`src/rtl/rr_arbiter_4x1_4b_pkg.sv`:
```
// Shared definitions for the 4-way round-robin display arbiter.
// Holds the state encoding, the default parameters and a one-hot helper.
package rr_arbiter_4x1_4b_pkg;

    localparam int unsigned WIDTH_DEF = 4;
    localparam int unsigned HOLD_DEF  = 4;
    localparam int unsigned NUM_REQ   = 4;

    typedef enum logic {
        ST_IDLE = 1'b0,
        ST_HOLD = 1'b1
    } state_t;

    function automatic logic [3:0] onehot4(input logic [1:0] idx);
        logic [3:0] vec;
        vec = 4'b0000;
        vec[idx] = 1'b1;
        return vec;
    endfunction

endpackage

```
`src/rtl/rr_arbiter_4x1_4b_pick4.sv`:
```
// Combinational round-robin picker: scans requesters starting one past the
// last winner and returns the first one found.
module rr_pick4
    import rr_arbiter_4x1_4b_pkg::*;
(
    input  logic [3:0] req,
    input  logic [1:0] last,
    output logic [1:0] grant,
    output logic       any_req
);

    logic       found_s;
    logic [1:0] idx_s;

    // rotating priority scan, lowest priority goes to the previous winner
    always_comb begin
        grant   = 2'd0;
        found_s = 1'b0;
        idx_s   = 2'd0;
        for (int i = 1; i <= NUM_REQ; i++) begin
            idx_s = last + 2'(i);
            if (!found_s && req[idx_s]) begin
                grant   = idx_s;
                found_s = 1'b1;
            end else begin
                found_s = found_s;
            end
        end
    end

    assign any_req = |req;

endmodule

```
`src/rtl/rr_arbiter_4x1_4b.sv`:
```
// Round-robin scheduler sharing one display channel between four requesters;
// holds each winner's captured data for HOLD cycles and ACKs at slot end.
module rr_arbiter_4x1_4b
    import rr_arbiter_4x1_4b_pkg::*;
#(
    parameter int unsigned WIDTH = WIDTH_DEF,
    parameter int unsigned HOLD  = HOLD_DEF
) (
    input  logic             CLK_i,
    input  logic             RST_i,
    input  logic [3:0]       REQ_i,
    input  logic [WIDTH-1:0] ENT0_i,
    input  logic [WIDTH-1:0] ENT1_i,
    input  logic [WIDTH-1:0] ENT2_i,
    input  logic [WIDTH-1:0] ENT3_i,
    output logic [1:0]       SEL_o,
    output logic [WIDTH-1:0] output_o,
    output logic             VALID_o,
    output logic [3:0]       ACK_o,
    output logic             BUSY_o
);

    localparam logic [7:0] HOLD_M1 = 8'(HOLD - 1);

    state_t           state_r, state_s;
    logic [7:0]       cnt_r, cnt_s;
    logic [1:0]       last_r, last_s;
    logic [1:0]       sel_s;
    logic [WIDTH-1:0] data_s;
    logic             valid_s;
    logic [3:0]       ack_s;
    logic             busy_s;
    logic [1:0]       pick_s;
    logic             any_req_s;
    logic [WIDTH-1:0] ent_pick_s;

    rr_pick4 u_pick (
        .req     (REQ_i),
        .last    (last_r),
        .grant   (pick_s),
        .any_req (any_req_s)
    );

    // data of the candidate winner, captured only on the grant edge
    always_comb begin
        case (pick_s)
            2'd0:    ent_pick_s = ENT0_i;
            2'd1:    ent_pick_s = ENT1_i;
            2'd2:    ent_pick_s = ENT2_i;
            2'd3:    ent_pick_s = ENT3_i;
            default: ent_pick_s = ENT0_i;
        endcase
    end

    // next-state and next-output logic for the slot FSM
    always_comb begin
        state_s = state_r;
        cnt_s   = cnt_r;
        last_s  = last_r;
        sel_s   = SEL_o;
        data_s  = output_o;
        valid_s = VALID_o;
        ack_s   = 4'b0000;
        busy_s  = BUSY_o;
        case (state_r)
            ST_IDLE: begin
                valid_s = 1'b0;
                busy_s  = 1'b0;
                if (any_req_s) begin
                    state_s = ST_HOLD;
                    cnt_s   = HOLD_M1;
                    last_s  = pick_s;
                    sel_s   = pick_s;
                    data_s  = ent_pick_s;
                    valid_s = 1'b1;
                    busy_s  = 1'b1;
                    // a one-cycle slot carries its ACK on the grant cycle
                    if (HOLD_M1 == 8'd0) begin
                        ack_s = onehot4(pick_s);
                    end else begin
                        ack_s = 4'b0000;
                    end
                end else begin
                    state_s = ST_IDLE;
                end
            end
            ST_HOLD: begin
                if (cnt_r != 8'd0) begin
                    cnt_s = cnt_r - 8'd1;
                    if (cnt_r == 8'd1) begin
                        ack_s = onehot4(last_r);
                    end else begin
                        ack_s = 4'b0000;
                    end
                end else begin
                    state_s = ST_IDLE;
                    valid_s = 1'b0;
                    busy_s  = 1'b0;
                end
            end
            default: begin
                state_s = ST_IDLE;
                cnt_s   = 8'd0;
                valid_s = 1'b0;
                busy_s  = 1'b0;
            end
        endcase
    end

    // state, counter and output registers
    always_ff @(posedge CLK_i or posedge RST_i) begin
        if (RST_i) begin
            state_r  <= ST_IDLE;
            cnt_r    <= 8'd0;
            last_r   <= 2'd3;
            SEL_o    <= 2'd0;
            output_o <= '0;
            VALID_o  <= 1'b0;
            ACK_o    <= 4'b0000;
            BUSY_o   <= 1'b0;
        end else begin
            state_r  <= state_s;
            cnt_r    <= cnt_s;
            last_r   <= last_s;
            SEL_o    <= sel_s;
            output_o <= data_s;
            VALID_o  <= valid_s;
            ACK_o    <= ack_s;
            BUSY_o   <= busy_s;
        end
    end

endmodule
```
`config.mk`:
```
export PLATFORM = sky130hd
export DESIGN_NAME = rr_arbiter_4x1_4b
export DESIGN_NICKNAME = d
export VERILOG_FILES = /design/src/rtl/rr_arbiter_4x1_4b_pkg.sv /design/src/rtl/rr_arbiter_4x1_4b_pick4.sv /design/src/rtl/rr_arbiter_4x1_4b.sv
export SDC_FILE = /design/constraint.sdc
export NUM_CORES = 1
export LEC_CHECK = 0
export CAP_MARGIN = 20
export CORE_UTILIZATION = 45
export DETAILED_ROUTE_END_ITERATION = 8
export PLACE_DENSITY = 0.76
export SYNTH_ARGS = -nofsm -noshare
export SYNTH_HDL_FRONTEND = slang
export SYNTH_SLANG_ARGS = --single-unit
export TNS_END_PERCENT = 50
```
`constraint.sdc`:
```
create_clock -name CLK_i -period 2.8 [get_ports CLK_i]
set_clock_uncertainty 0.1 [all_clocks]
set_input_delay 0.28 -clock CLK_i [delete_from_list [all_inputs] [get_ports CLK_i]]
set_output_delay 0.28 -clock CLK_i [all_outputs]
set_load 0.01 [all_outputs]
```
==> results.ini <==
[outcome]
status = finished clean

[critical_path]
worstSetupPathType = register to register
path_cells = inv_1 -> ha_4 -> or3b_2 -> a32oi_2 -> o21ai_1 -> a32oi_4 -> mux2_2 -> o21ai_2
crit_buf_inv = 1
start_kind = register
cp_top_family = compound AO/OA/AOI/OAI gates
crit_arrival_ps = 2790
worst-endpoint-required_ps = 2940
slowest_delay_ps = 550
endpoint_kind = register
critPathSlowestCell = dfstp_2
worst-path-max-fanout = 5

[logic_synthesis]
yosysSeqAreaShare = 0.372
synth-seq-cells = 22
synth.net_count = 176
yosysUniqueCellTypes = 43
synth_top_area_cell = dfrtp_1
synthAdderAreaFrac = 0.0505
muxShareOfSynthArea = 0.141
synthFlopType = dfrtp_1
synth_edf_count = 0
synth.avg_cell_area_um2 = 10.1
syn-instance-count = 148
synthSimpleGateAreaFrac = 0.173
syn_area_mm2 = 0.00149
synthTopCellsByArea = dfrtp_1 (34%), mux2i_1 (6.1%), ha_1 (5.0%)
synth_xor_area_frac = 0.00589
synth_top_family_by_area = simple AND/OR/NAND/NOR gates
yosysWarnings = 0
synth-async-reset-ratio = 1.00
synth_top_area_frac = 0.336
synth_compound_area_frac = 0.170

[place]
globalplace.congestion = 0.805
hpwlAfterDp_mm = 2.31
place_inst = 222
port_buffers = 33
dpl_cell_area_mm2 = 0.00182

[power_and_ir_drop]
switching_share = 0.283
p_switching_mw = 0.218
comb_power_share = 0.325
power.internal_mw = 0.551
peakVddDrop_mv = 0.394
p_leak_nw = 0.788
p_per_area_mw_per_mm2 = 410
pwr-share-clk = 0.224
p_seq_frac = 0.450

[detailed_routing]
drt_wl_total_mm = 2.99
drtAntennaViolNets = 0
drt_iter0_markers = 40
dr.pass1.iters = 4
post_drt_wl_per_cell_um = 13.2
via_per_inst = 5.42
drc = 0
vias = 1225

[timing]
period_share = 0.948
max_slew.worst_pin.slew_ps = 778
fin_tns_setup_ps = 0
slew_viol_final = 0
hold_violations = 0
relSlewSlack = 0.480
rsz0062_at_grt = no
layout_min_cycle_time_ps = 2650
fmax_mhz = 377
setup_viol = 0
hold_ws_ps = 302

[global_route]
antenna_found_initial = 0
grt_usage = 0.185
overflow = 0
grt_pass1_vias = 1114
grt_max_degree = 23
grt_first_pass_wirelength_mm = 4.91

[clock_network]
clock-sinks = 22
cts.path.max_buffers = 2
worstSkewPairLatency_ps = 300
cts_setup_buffers = 0
clk_pin_slew_worst_paths_ps = 120
htreeDepth = 1
tritoncts = done
cts_root_buf = clkbuf_4
numCtsBuffers = 3

[run]
drv_cap = 0

[cells_and_area]
fillCellCount = 283
final_layout_size_suffix_gt1_frac = 0.181
syn_to_final_growth_pct = 26.0
final_net_count = 211
stdcell_count = 226
fin_util = 0.604
n_antenna_cell = 0
postLayoutCellArea_mm2 = 0.00187

[floorplan]
io_pins = 34
die_x_um = 59.5
initial_utilization = 0.479
rows = 20
dieArea_mm2 = 0.00354
fp.coreArea_mm2 = 0.00310
die_y_um = 59.5

[worst_hold_path]
hold_class = primary input to async pin

registers in the layout, summed over array words and instances (netlist names):
register	flops
ACK_o	4
BUSY_o	1
SEL_o	2
cnt_r	8
last_r	2
output_o	4
state_r	1
worst paths after layout:
kind | depth (start not counted) | to | slack (ps) | start
worst max-delay path | 8 | output_o[1] | 150 | last_r[1]
worst min-delay path | 2 | cnt_r[1] | 300 | RST_i
worst max register to register | 8 | output_o[1] | 150 | last_r[1]
worst min register to register | 1 | cnt_r[7] | 400 | cnt_r[7]
max in group asynchronous | 2 | ACK_o[1] | 1820 | RST_i
min in group CLK_i | 1 | cnt_r[7] | 400 | cnt_r[7]
area by class of cell:
cell class | instances | area (µm²) | area share
multi-input combinational | 109 | 825 | 0.440
sequential | 22 | 553 | 0.295
timing repair buffer | 39 | 375 | 0.200
tap | 44 | 55.1 | 0.0294
clock buffer | 4 | 36.3 | 0.0194
inverter | 8 | 30.0 | 0.0160
power groups by stage:
stage / Combinational [mW] / Clock (mW) / Sequential [mW]
after floorplan: 0.176 / 0 / 0.356
after global placement: 0.237 / 0 / 0.352
after detailed placement: 0.245 / 0 / 0.352
after CTS: 0.246 / 0.176 / 0.346
after global routing: 0.270 / 0.191 / 0.349
final: 0.250 / 0.172 / 0.346
cell usage in the layout (no fill, tap or decap), types with 2 or more instances in the layout:
| cell type | synthesis | final |
|---|---|---|
| a21oi_1 | 4 | 4 |
| and2_1 | 4 | 4 |
| buf_4 | 2 | 6 |
| clkbuf_4 | 0 | 3 |
| clkdlybuf4s50_1 | 0 | 33 |
| dfrtp_1 | 20 | 20 |
| dfstp_2 | 2 | 2 |
| ha_1 | 6 | 5 |
| inv_1 | 8 | 8 |
| mux2_2 | 6 | 6 |
| mux2_4 | 2 | 2 |
| mux2i_1 | 9 | 9 |
| nand2_1 | 17 | 17 |
| nand3_1 | 5 | 5 |
| nor2_1 | 10 | 10 |
| nor3_1 | 2 | 2 |
| o211ai_1 | 2 | 2 |
| o21a_1 | 2 | 2 |
| o21ai_0 | 11 | 11 |
| o21ai_1 | 2 | 2 |
| o21ai_2 | 4 | 4 |
| or3b_2 | 3 | 3 |
| or4_1 | 2 | 2 |
logic make-up (layout without fill, tap and decap cells):
kind of cell	count (synthesis)	in the layout
flip-flops	22	22
buffers and inverters	17	51
AND/OR/NAND/NOR	50	50
AO/OA/AOI/OAI	34	34
multiplexers	18	18
XOR/XNOR	1	1
adder cells (fa/ha/maj)	6	6
timing repair:
item	CTS	global route
gates resized for setup	0	2
endpoints found under the setup margin	0	4
hold buffers	0	0
cells in the mapped netlist (2+ instances only):
library cell and n:
o21ai_2 4, buf_6 3, buf_4 2, o21ai_1 2, o211ai_1 2, o21a_1 2, and2_1 4, mux2_4 2
clkbuf_8 2, o21ai_0 11, nand3_1 5, inv_1 8, or4_1 2, ha_1 6, dfstp_2 2, nor3_1 2
mux2i_1 9, a21oi_1 4, nor2_1 10, nand2_1 17, or3b_2 3, dfrtp_1 20, mux2_2 6
routing by layer:
metal  vias up  share of wire  global-route usage
met4         0          0.010              0.0399
met5         -              0                   0
met1       575           0.45               0.236
li1        596              -                   -
met2        50           0.48               0.310
met3         4          0.059              0.0568
metrics by stage:
stage | setup slack (ps) | power, mW
global route | 21.2 | 0.810
detailed placement | 107 | 0.596
floorplan | 61.9 | 0.532
CTS | 83.8 | 0.768
finish | 146 | 0.769
global placement | 195 | 0.589
No activity file was read; power rests on OpenSTA's default activity.
